==> config.mk <==
export PLATFORM = sky130hd
export DESIGN_NAME = run_length_meter
export DESIGN_NICKNAME = d
export VERILOG_FILES = /design/src/rtl/run_meter_pkg.sv /design/src/rtl/lsb_index.sv /design/src/rtl/run_length_meter.sv
export SDC_FILE = /design/constraint.sdc
export NUM_CORES = 1
export LEC_CHECK = 0
export BUFFER_PORTS_ARGS = -buffer_cell sky130_fd_sc_hd__buf_2
export CAP_MARGIN = 20
export CELL_PAD_IN_SITES_DETAIL_PLACEMENT = 2
export CELL_PAD_IN_SITES_GLOBAL_PLACEMENT = 2
export CORE_ASPECT_RATIO = 0.9
export CORE_MARGIN = 3
export CORE_UTILIZATION = 31
export CTS_BUF_LIST = sky130_fd_sc_hd__clkbuf_2 sky130_fd_sc_hd__clkbuf_4 sky130_fd_sc_hd__clkbuf_8
export DETAILED_ROUTE_END_ITERATION = 10
export PLACE_DENSITY_LB_ADDON = 0.08
export SLEW_MARGIN = 20
export SYNTH_ARGS = -nofsm -noshare
export SYNTH_HDL_FRONTEND = slang
export SYNTH_HIERARCHICAL = 1
export SYNTH_SLANG_ARGS = --single-unit
==> constraint.sdc <==
create_clock -name clk -period 1.3 [get_ports clk]
set_input_delay 0.195 -clock clk [delete_from_list [all_inputs] [get_ports clk]]
set_output_delay 0.195 -clock clk [all_outputs]
set_load 0.02 [all_outputs]
==> src/rtl/run_meter_pkg.sv <==
// Shared types and width helpers for the longest-run meter.
package run_meter_pkg;

  typedef enum logic {
    IDLE = 1'b0,
    RUN  = 1'b1
  } run_state_t;

  localparam logic MODE_ONES  = 1'b0;
  localparam logic MODE_ZEROS = 1'b1;

  // Width needed to hold a run length 0..w
  function automatic int unsigned len_width(input int unsigned w);
    return $clog2(w + 1);
  endfunction

  // Width needed to hold a bit index 0..w-1
  function automatic int unsigned idx_width(input int unsigned w);
    return $clog2(w);
  endfunction

endpackage

==> src/rtl/lsb_index.sv <==
// Lowest-set-bit priority encoder used for run position reporting.
// Only exists when RUN_LENGTH_METER_POS_EN is defined; otherwise this file is empty.
`ifdef RUN_LENGTH_METER_POS_EN
module lsb_index
  import run_meter_pkg::*;
#(
  parameter  int unsigned W  = 32,
  localparam int unsigned IW = idx_width(W)
) (
  input  logic [W-1:0]  v,
  output logic [IW-1:0] idx
);

  // Scan from the top down so the lowest set bit is the last one written
  always_comb begin
    idx = '0;
    for (int i = int'(W) - 1; i >= 0; i--) begin
      if (v[i]) idx = IW'(i);
    end
  end

endmodule
`endif

==> src/rtl/run_length_meter.sv <==
// Iterative longest-run meter: v <= (v<<1) & v until zero, counting iterations.
// All state updates on the falling clock edge; reset is synchronous, active-low.
// Optional feature macro: RUN_LENGTH_METER_POS_EN adds run_lsb (position of the run).
module run_length_meter
  import run_meter_pkg::*;
#(
  parameter  int unsigned W  = 32,
  localparam int unsigned CW = len_width(W)
) (
  input  logic                     clk,
  input  logic                     rst_n,
  input  logic                     start,
  input  logic                     mode,
  input  logic [W-1:0]             x,
  output logic                     busy,
  output logic                     rdy,
  output logic                     done,
  output logic [CW-1:0]            len
`ifdef RUN_LENGTH_METER_POS_EN
  ,
  output logic [idx_width(W)-1:0]  run_lsb
`endif
);

  run_state_t    state, state_nxt;
  logic [W-1:0]  v, v_nxt;
  logic [CW-1:0] len_nxt;
  logic          done_nxt;

`ifdef RUN_LENGTH_METER_POS_EN
  localparam int unsigned IW = idx_width(W);
  localparam int unsigned DW = ((CW > IW) ? CW : IW) + 1;

  logic [IW-1:0] pos, pos_nxt, run_lsb_nxt, low_idx;
  logic [DW-1:0] lsb_calc;

  lsb_index #(.W(W)) u_lsb_index (
    .v   (v),
    .idx (low_idx)
  );

  // pos tracks the top of the surviving run; subtract the run length back down
  assign lsb_calc = DW'(pos) + DW'(1) - DW'(len);
`endif

  // State and datapath registers, updated on the falling edge
  always_ff @(negedge clk) begin
    if (!rst_n) begin
      state <= IDLE;
      v     <= '0;
      len   <= '0;
      done  <= 1'b0;
`ifdef RUN_LENGTH_METER_POS_EN
      pos     <= '0;
      run_lsb <= '0;
`endif
    end else begin
      state <= state_nxt;
      v     <= v_nxt;
      len   <= len_nxt;
      done  <= done_nxt;
`ifdef RUN_LENGTH_METER_POS_EN
      pos     <= pos_nxt;
      run_lsb <= run_lsb_nxt;
`endif
    end
  end

  // Next-state and datapath: start always wins, otherwise iterate or finish
  always_comb begin
    state_nxt = state;
    v_nxt     = v;
    len_nxt   = len;
    done_nxt  = 1'b0;
`ifdef RUN_LENGTH_METER_POS_EN
    pos_nxt     = pos;
    run_lsb_nxt = run_lsb;
`endif
    if (start) begin
      v_nxt     = (mode == MODE_ZEROS) ? ~x : x;
      len_nxt   = '0;
      state_nxt = RUN;
    end else if (state == RUN) begin
      if (v != '0) begin
        v_nxt   = (v << 1) & v;
        len_nxt = len + CW'(1);
`ifdef RUN_LENGTH_METER_POS_EN
        pos_nxt = low_idx;
`endif
      end else begin
        state_nxt = IDLE;
        done_nxt  = 1'b1;
`ifdef RUN_LENGTH_METER_POS_EN
        run_lsb_nxt = (len == '0) ? '0 : IW'(lsb_calc);
`endif
      end
    end
  end

  // Status decode from the state register
  always_comb begin
    busy = 1'b0;
    if (state == RUN) busy = 1'b1;
  end

  assign rdy = !busy;

endmodule

==> results of run 1 <==
-- layer usage --
metal | vias up | share of wire
met1 | 1359 | 0.38
met4 | 0 | 0.046
met5 | - | 0
met3 | 51 | 0.059
met2 | 157 | 0.52
li1 | 1174 | -
-- path summary, 6_finish.rpt --
kind	cells past startpoint	startpoint	to
worst max-delay path	7	v[30]	v[6]
worst min-delay path	3	len[2]	len[2]
worst max register to register	7	v[30]	v[6]
worst min register to register	3	len[2]	len[2]
-- critical path, cell delays in order (launching register included) --
cell and delay (ps):
dfxtp_1 350, nor4_4 280, buf_4 170, nand4_1 210, o21ai_4 290, buf_12 160
buf_12 120, a32o_1 200
-- power by group through the flow --
| stage | logic, uW | clock network [uW] | registers, uW |
|---|---|---|---|
| 2_1_floorplan | 425 | 192 | 1390 |
| 3_3_place_gp | 750 | 192 | 1380 |
| 3_5_place_dp | 776 | 192 | 1380 |
| 4_1_cts | 880 | 1680 | 1380 |
| 5_1_grt | 1110 | 2010 | 1410 |
| 6_report | 1050 | 1850 | 1410 |
-- metrics by stage --
stage / hold WS (ps) / power, uW / utilization / setup TNS (ps) / cells
after floorplan: 454 / 2010 / - / -16250 / 240
after global placement: 562 / 2320 / 0.440 / -19300 / 411
after detailed placement: 581 / 2350 / 0.440 / -20900 / 411
after CTS: 595 / 3940 / 0.511 / -17880 / 463
after global routing: 657 / 4520 / 0.543 / -23180 / 471
final: 620 / 4310 / 0.543 / -21480 / 471
-- logic make-up after synthesis --
logic type,share of synthesized area
xor gates and xnor gates,0.126
muxes,0.0270
adders and majority gates,0.00563
buffers and inverters,0.0530
DFF,0.361
and+or+nand+nor,0.151
AOI/OAI and AO/OA,0.277
-- sequential cells by signal, indices dropped and copies added (netlist names) --
name and cells:
v 32, len 6, done 1, state 1
-- cell type report --
cell class / instances / share of cell area
multi-input cells: 176 / 0.392
repair buffers: 117 / 0.283
flip-flops and latches: 40 / 0.223
clock inverters: 42 / 0.0501
well taps: 90 / 0.0307
clock buffers: 5 / 0.0187
inverters: 1 / 0.00170
-- cell usage in the layout (no fill, tap or decap), drive strengths merged, types with 5 or more instances in the layout --
| cell | instances |
|---|---|
| buf | 113 |
| inv | 42 |
| dfxtp | 40 |
| nand2 | 34 |
| xor2 | 31 |
| a32o | 30 |
| a22o | 18 |
| o21ai | 14 |
| nor2b | 10 |
| clkbuf | 9 |
| nor4 | 8 |
| mux2i | 6 |
| nand2b | 5 |
| a21oi | 5 |
-- repair_timing --
action	CTS	global route
buffers inserted	4	5
setup endpoints to repair	49	49
pin swaps	6	17
resized for setup	42	19
cloned	2	4
==> qor.txt, run 1 <==
Status - finished with violations
Failing checks - negative setup slack
Initial core utilization - 0.328
Syn nets - 277
I/O Buffers - 44
Total of max-cap violations - 0
Sw frac - 0.405
Worst R2R Setup Slack - -580 ps
Min cycle time layout - 1880 ps
Fin. Hold Viols - 0
EDFF count, synth - 0
CTS Hold Bufs - 0
Met3 usage - 0.0773
Clock share of power - 0.429
YS warnings - 6
Top cells by area, synth - dfxtp_1 36%, xor2_1 12%, a32o_2 12%
N_diodes - 0
TritonCTS clock tree - yes
Root buffer cell - clkbuf_8
Max Slew Vio Count - 0
Routed vias - 2741
Ports - 45
Slew @ Worst Pin - 355 ps
DR DRC count - 0
Crit Path Max Fanout - 6
Worst skew pair latency - 420 ps
Reg power frac - 0.326
Rows - 28
WP data required - 2250 ps
CTS H-tree lvls - 2
Gpl congestion - 0.727
Die W - 95.2 um
RSZ-0062 raised after global routing - true
Post-synth top area cell - dfxtp_1
Clock buffer depth - 2
Leakage - 0.00190 uW
Clock slew seen by the registers of the worst setup and hold paths - 60 ps
First-pass GRT wire length - 16200 um
Sequential share of the synthesized area - 0.361
Yosys cell types - 30
Synth Cell Area - 2220 um2
Fraction of registers with async set/reset - 0
DP Wirelength - 5090 um
DR WL/cell - 27.8 um
Total grt overflow - 0
Vias in the first global route - 2990
Largest net degree at the start of global routing - 26
All-Layer GR Usage - 0.266
CTS buffer count - 5
Type of origin of the critical path - flip-flop
Setup ws final - -584 ps
Synth cell count leaders - 40 x dfxtp_1, 34 x nand2_1, 31 x xor2_1, 24 x a32o_2, 18 x a22o_1
Most used routing layer - met2
Internal power contribution - 2570 uW
Cells after synthesis - 240
CP Class - flip-flop to flip-flop
Most frequent cell after synthesis - dfxtp_1
Sink Count - 40
Fraction of layout cells with a size suffix above 1 - 0.467
Area of the multi-input gates - 1440 um2
Met2 Use GR - 0.477
Peak supply drop - 980 uV
PwrDens - 1170 nW/um2
Fin crit share - 1.45
Switching power - 1750 uW
DP Area - 2970 um2
Fin nets - 418
Final Cell Area - 3670 um2
Mean post-synth cell area - 9.25 um2
DR iter-0 viols - 145
Drt pass-1 iters - 4
Hold Path Class - flip-flop to flip-flop
Arrival @ worst endpoint - 2830 ps
Worst slew margin - 0.761
Die area - 8220 um2
Met1 usage in global routing - 0.286
Dpl ws - -558 ps
Die height - 86.3 um
Final setup viols - 49
Layout Skew - 61.0 ps
Top_reg_cell synth - dfxtp_1
Register bit count reported by yosys - 40
Fill cell count - 708
Combinational group share of total power - 0.244
FF+latch area - 820 um2
Synth top area share - 0.361
Via density - 5.82
Core box area - 6760 um2
Initial antenna violation count - 0
WL final - 13100 um
Worst setup EP type - flip-flop
Routed Antenna Nets - 0
Area delta synth->final - 65.3%
F_max - 531 MHz
(Power assumes the default switching activity.)
==> run 2: changes to the inputs <==
--- a/config.mk
+++ b/config.mk
@@ -15,6 +15,7 @@
 export CTS_BUF_LIST = sky130_fd_sc_hd__clkbuf_2 sky130_fd_sc_hd__clkbuf_4 sky130_fd_sc_hd__clkbuf_8
 export DETAILED_ROUTE_END_ITERATION = 10
 export PLACE_DENSITY_LB_ADDON = 0.08
+export SKIP_CTS_REPAIR_TIMING = 1
 export SLEW_MARGIN = 20
 export SYNTH_ARGS = -nofsm -noshare
 export SYNTH_HDL_FRONTEND = slang
==> run 2 against run 1 <==
  * Sequential share of layout area up 1.2 points
  * The flow still finishes with violations (negative setup slack)
  * Critical path type unchanged
  * Register-to-register slack better by 60 ps
  * Power down 7.0%
  * Worst hold slack worse by 7.3 ps
  * Largest cell class unchanged
==> qor.txt, run 2 (synthesis gave the netlist of run 1 again) <==
Status - finished with violations
Failing checks - negative setup slack
Hold Startpoint - len[2]
Routed vias - 2511
Die height - 86.3 um
Total grt overflow - 0
PwrDens - 1160 nW/um2
Clock buffer depth - 2
Arrival @ worst endpoint - 2780 ps
Final Cell Area - 3470 um2
Ports - 45
CTS buffer count - 5
Layout Skew - 60.9 ps
Initial antenna violation count - 0
Fraction of layout cells with a size suffix above 1 - 0.439
Max Slew Vio Count - 0
Largest regs - v: 32 flops, len: 6 flops
Initial core utilization - 0.328
I/O Buffers - 44
Final setup viols - 49
DP Wirelength - 5090 um
RSZ-0062 raised after global routing - true
Min cycle time layout - 1820 ps
Crit-path max cell delay - 360 ps
WL final - 10300 um
Most common cell after layout, fill and taps aside - buf_4
Max FFs per register - 32
N_diodes - 0
DP Area - 2970 um2
Biggest register - v
Type of origin of the critical path - flip-flop
Fin nets - 411
Fin. Hold Viols - 0
Slew @ Worst Pin - 392 ps
Worst slew margin - 0.736
Dpl ws - -558 ps
Worst skew pair latency - 420 ps
Die area - 8220 um2
Rows - 28
Worst setup EP type - flip-flop
Most frequent cells in the layout - 56 x buf_4, 41 x inv_1, 35 x buf_2
Largest net degree at the start of global routing - 29
DR DRC count - 0
Vias in the first global route - 2688
Fin crit share - 1.40
Design Power - 4010 uW
Fin util - 0.513
Beginning of the worst register-to-register path - v[15]
Gpl congestion - 0.727
Drt pass-1 iters - 4
TritonCTS clock tree - yes
First-pass GRT wire length - 12900 um
F_max - 549 MHz
Crit Path Max Fanout - 5
Slowest stage cell, crit path - dfxtp_4
Setup ws final - -522 ps
DR WL/cell - 22.2 um
Top cell by count, worst path - buf_6
DR iter-0 viols - 92
CTS H-tree lvls - 2
Leakage - 0.00179 uW
Via density - 5.41
Root buffer cell - clkbuf_8
Die W - 95.2 um
All-Layer GR Usage - 0.203
Routed Antenna Nets - 0
WP data required - 2260 ps
Core box area - 6760 um2
CP Class - flip-flop to flip-flop
Area delta synth->final - 56.1%
Total of max-cap violations - 0
Sink Count - 40
Crit-path cells - nor4_4 -> buf_4 -> nand4_1 -> o21ai_4 -> buf_6 -> buf_6 -> a32o_2
Worst setup startpoint - v[15]
Peak supply drop - 521 uV
Clock slew seen by the registers of the worst setup and hold paths - 70 ps
Hold Path Class - flip-flop to flip-flop
Setup Total Neg Slack - -20920 ps
==> run 2: cell type report <==
| class | instances | area (um2) |
|---|---|---|
| Clock inverter | 42 | 184 |
| Tap cell | 90 | 113 |
| Clock buffer | 5 | 68.8 |
| Multi-Input combinational cell | 176 | 1400 |
| Inverter | 1 | 6.26 |
| Timing Repair Buffer | 110 | 876 |
| Sequential cell | 40 | 817 |
| Fill cell | 733 | 3300 |
==> run 2: per-stage QoR <==
step	std cells	hold slack (ps)
2_1_floorplan	240	454
3_3_place_gp	411	562
3_5_place_dp	411	581
4_1_cts	457	591
5_1_grt	464	642
6_report	464	613
==> run 2: worst max-delay path, delay by kind of cell (launching register included) <==
kind / cells / cell delay, ps
buf+inv: 3 / 420
simple gates: 2 / 500
compound gates: 2 / 450
flops: 1 / 360
==> run 2: final timing paths <==
path            end  cells past startpoint  slack [ps]
max           v[19]                      7        -520
min          len[2]                      3         610
min reg2reg  len[2]                      3         610
max reg2reg   v[19]                      7        -520
==> run 2: power breakdown <==
group	total, uW	internal [uW]	switching, uW
Combinational	905	465	440
Clock	1720	722	993
Sequential	1390	1310	81.9
==> run 2: routing by layer <==
metal  GRT usage  routed length, um  share of wire
met1       0.234               4060           0.39
met3      0.0634                452          0.044
met5           0                  0              0
met2       0.352               5640           0.55
met4      0.0721                151          0.015
==> run 3: changes to the inputs <==
--- a/config.mk
+++ b/config.mk
@@ -10,7 +10,6 @@
 export CELL_PAD_IN_SITES_DETAIL_PLACEMENT = 2
 export CELL_PAD_IN_SITES_GLOBAL_PLACEMENT = 2
 export CORE_ASPECT_RATIO = 0.9
-export CORE_MARGIN = 3
 export CORE_UTILIZATION = 31
 export CTS_BUF_LIST = sky130_fd_sc_hd__clkbuf_2 sky130_fd_sc_hd__clkbuf_4 sky130_fd_sc_hd__clkbuf_8
 export DETAILED_ROUTE_END_ITERATION = 10
==> run 3 against run 2 <==
  * The flow still finishes with violations (negative setup slack)
  * Non-clock buffer count shrank 2
  * Largest cell class unchanged
  * Design area shrank 0.51%
  * Critical endpoint is now len[3]
  * Clock-buffer cell count is the same
  * Combinational power grew 2%
  * Sequential power is essentially flat
==> qor.txt, run 3 (synthesis gave the netlist of run 1 again) <==
Drt pass-1 iters - 4
WL final - 9920 um
Failing checks - negative setup slack
Worst skew pair latency - 380 ps
Sink Count - 40
Most frequent cells in the layout - 53 x buf_4, 40 x inv_1, 34 x buf_2
F_max - 539 MHz
RSZ-0062 raised after global routing - true
Setup ws final - -554 ps
Via density - 5.39
I/O Buffers - 44
Leakage - 0.00176 uW
Worst slew margin - 0.704
CTS H-tree lvls - 2
All-Layer GR Usage - 0.216
Type of origin of the critical path - flip-flop
DR iter-0 viols - 76
Most common cell after layout, fill and taps aside - buf_4
Rows - 28
Largest net degree at the start of global routing - 32
Clock slew seen by the registers of the worst setup and hold paths - 60 ps
DR WL/cell - 21.6 um
Routed vias - 2479
Die W - 91.2 um
Min cycle time layout - 1850 ps
Max FFs per register - 32
Fin util - 0.510
N_diodes - 0
Die height - 82.3 um
CP Class - flip-flop to flip-flop
Max Slew Vio Count - 0
Most used routing layer - met2
Area delta synth->final - 55.3%
Hold Path Class - flip-flop to flip-flop
Routed Antenna Nets - 0
Fin crit share - 1.43
Crit Path Max Fanout - 2
Arrival @ worst endpoint - 2790 ps
Die area - 7510 um2
Met2 Use GR - 0.376
Fraction of layout cells with a size suffix above 1 - 0.443
Total grt overflow - 0
Status - finished with violations
Slew @ Worst Pin - 440 ps
WP data required - 2230 ps
TritonCTS clock tree - yes
DP Wirelength - 5150 um
DP Area - 2970 um2
Final setup viols - 49
Total of max-cap violations - 0
Met1 usage in global routing - 0.254
First-pass GRT wire length - 12600 um
Worst setup EP type - flip-flop
Met3 usage - 0.0659
Layout Skew - 27.7 ps
Clock buffer depth - 2
Core box area - 6760 um2
Final Cell Area - 3450 um2
Gpl congestion - 0.716
Fin. Hold Viols - 0
Ports - 45
Biggest register - v
PwrDens - 1080 nW/um2
Largest regs - v: 32 flops, len: 6 flops
DR DRC count - 0
Peak supply drop - 564 uV
Fin nets - 409
CTS buffer count - 5
Vias in the first global route - 2657
Initial antenna violation count - 0
Initial core utilization - 0.328
Root buffer cell - clkbuf_8
run 3: critical path, stage by stage, from the launching register on:
cell	delay, ps
dfxtp_1	310
nor4_1	440
nand4_1	270
buf_4	210
buf_6	110
o211a_1	220
mux2i_1	200
run 3: stage by stage:
stage	std cells	TNS [ps]	total power, uW	worst slack, ps	hold WS, ps
3_5_place_dp	409	-20730	2350	-602	516
4_1_cts	453	-21340	3550	-524	531
3_3_place_gp	409	-19500	2320	-539	514
6_report	460	-19680	3730	-554	573
2_1_floorplan	240	-16250	2010	-449	454
5_1_grt	460	-21980	3970	-631	581
run 3: path summary, 6_finish.rpt:
path | start | to | slack [ps] | cells past startpoint
max | v[22] | len[3] | -550 | 6
min | v[15] | v[15] | 570 | 1
max reg2reg | v[22] | len[3] | -550 | 6
min reg2reg | v[15] | v[15] | 570 | 1
run 3: per-layer routing:
layer | routed length [um] | share of wire
met1 | 4400 | 0.44
met5 | 0 | 0
met4 | 203 | 0.020
met3 | 358 | 0.036
met2 | 4960 | 0.50
run 3: final cells by class:
class / count / area, um2
multi-input cells: 176 / 1420
clock inverters: 40 / 150
flip-flops and latches: 40 / 816
inverters: 1 / 6.26
well taps: 90 / 113
fillers: 715 / 3310
repair buffers: 108 / 880
clock buffers: 5 / 68.8
run 3: where the power goes:
part / internal, uW / total (uW) / switching (uW)
Sequential: 1310 / 1400 / 82.8
Clock: 513 / 1410 / 900
Combinational: 475 / 921 / 445
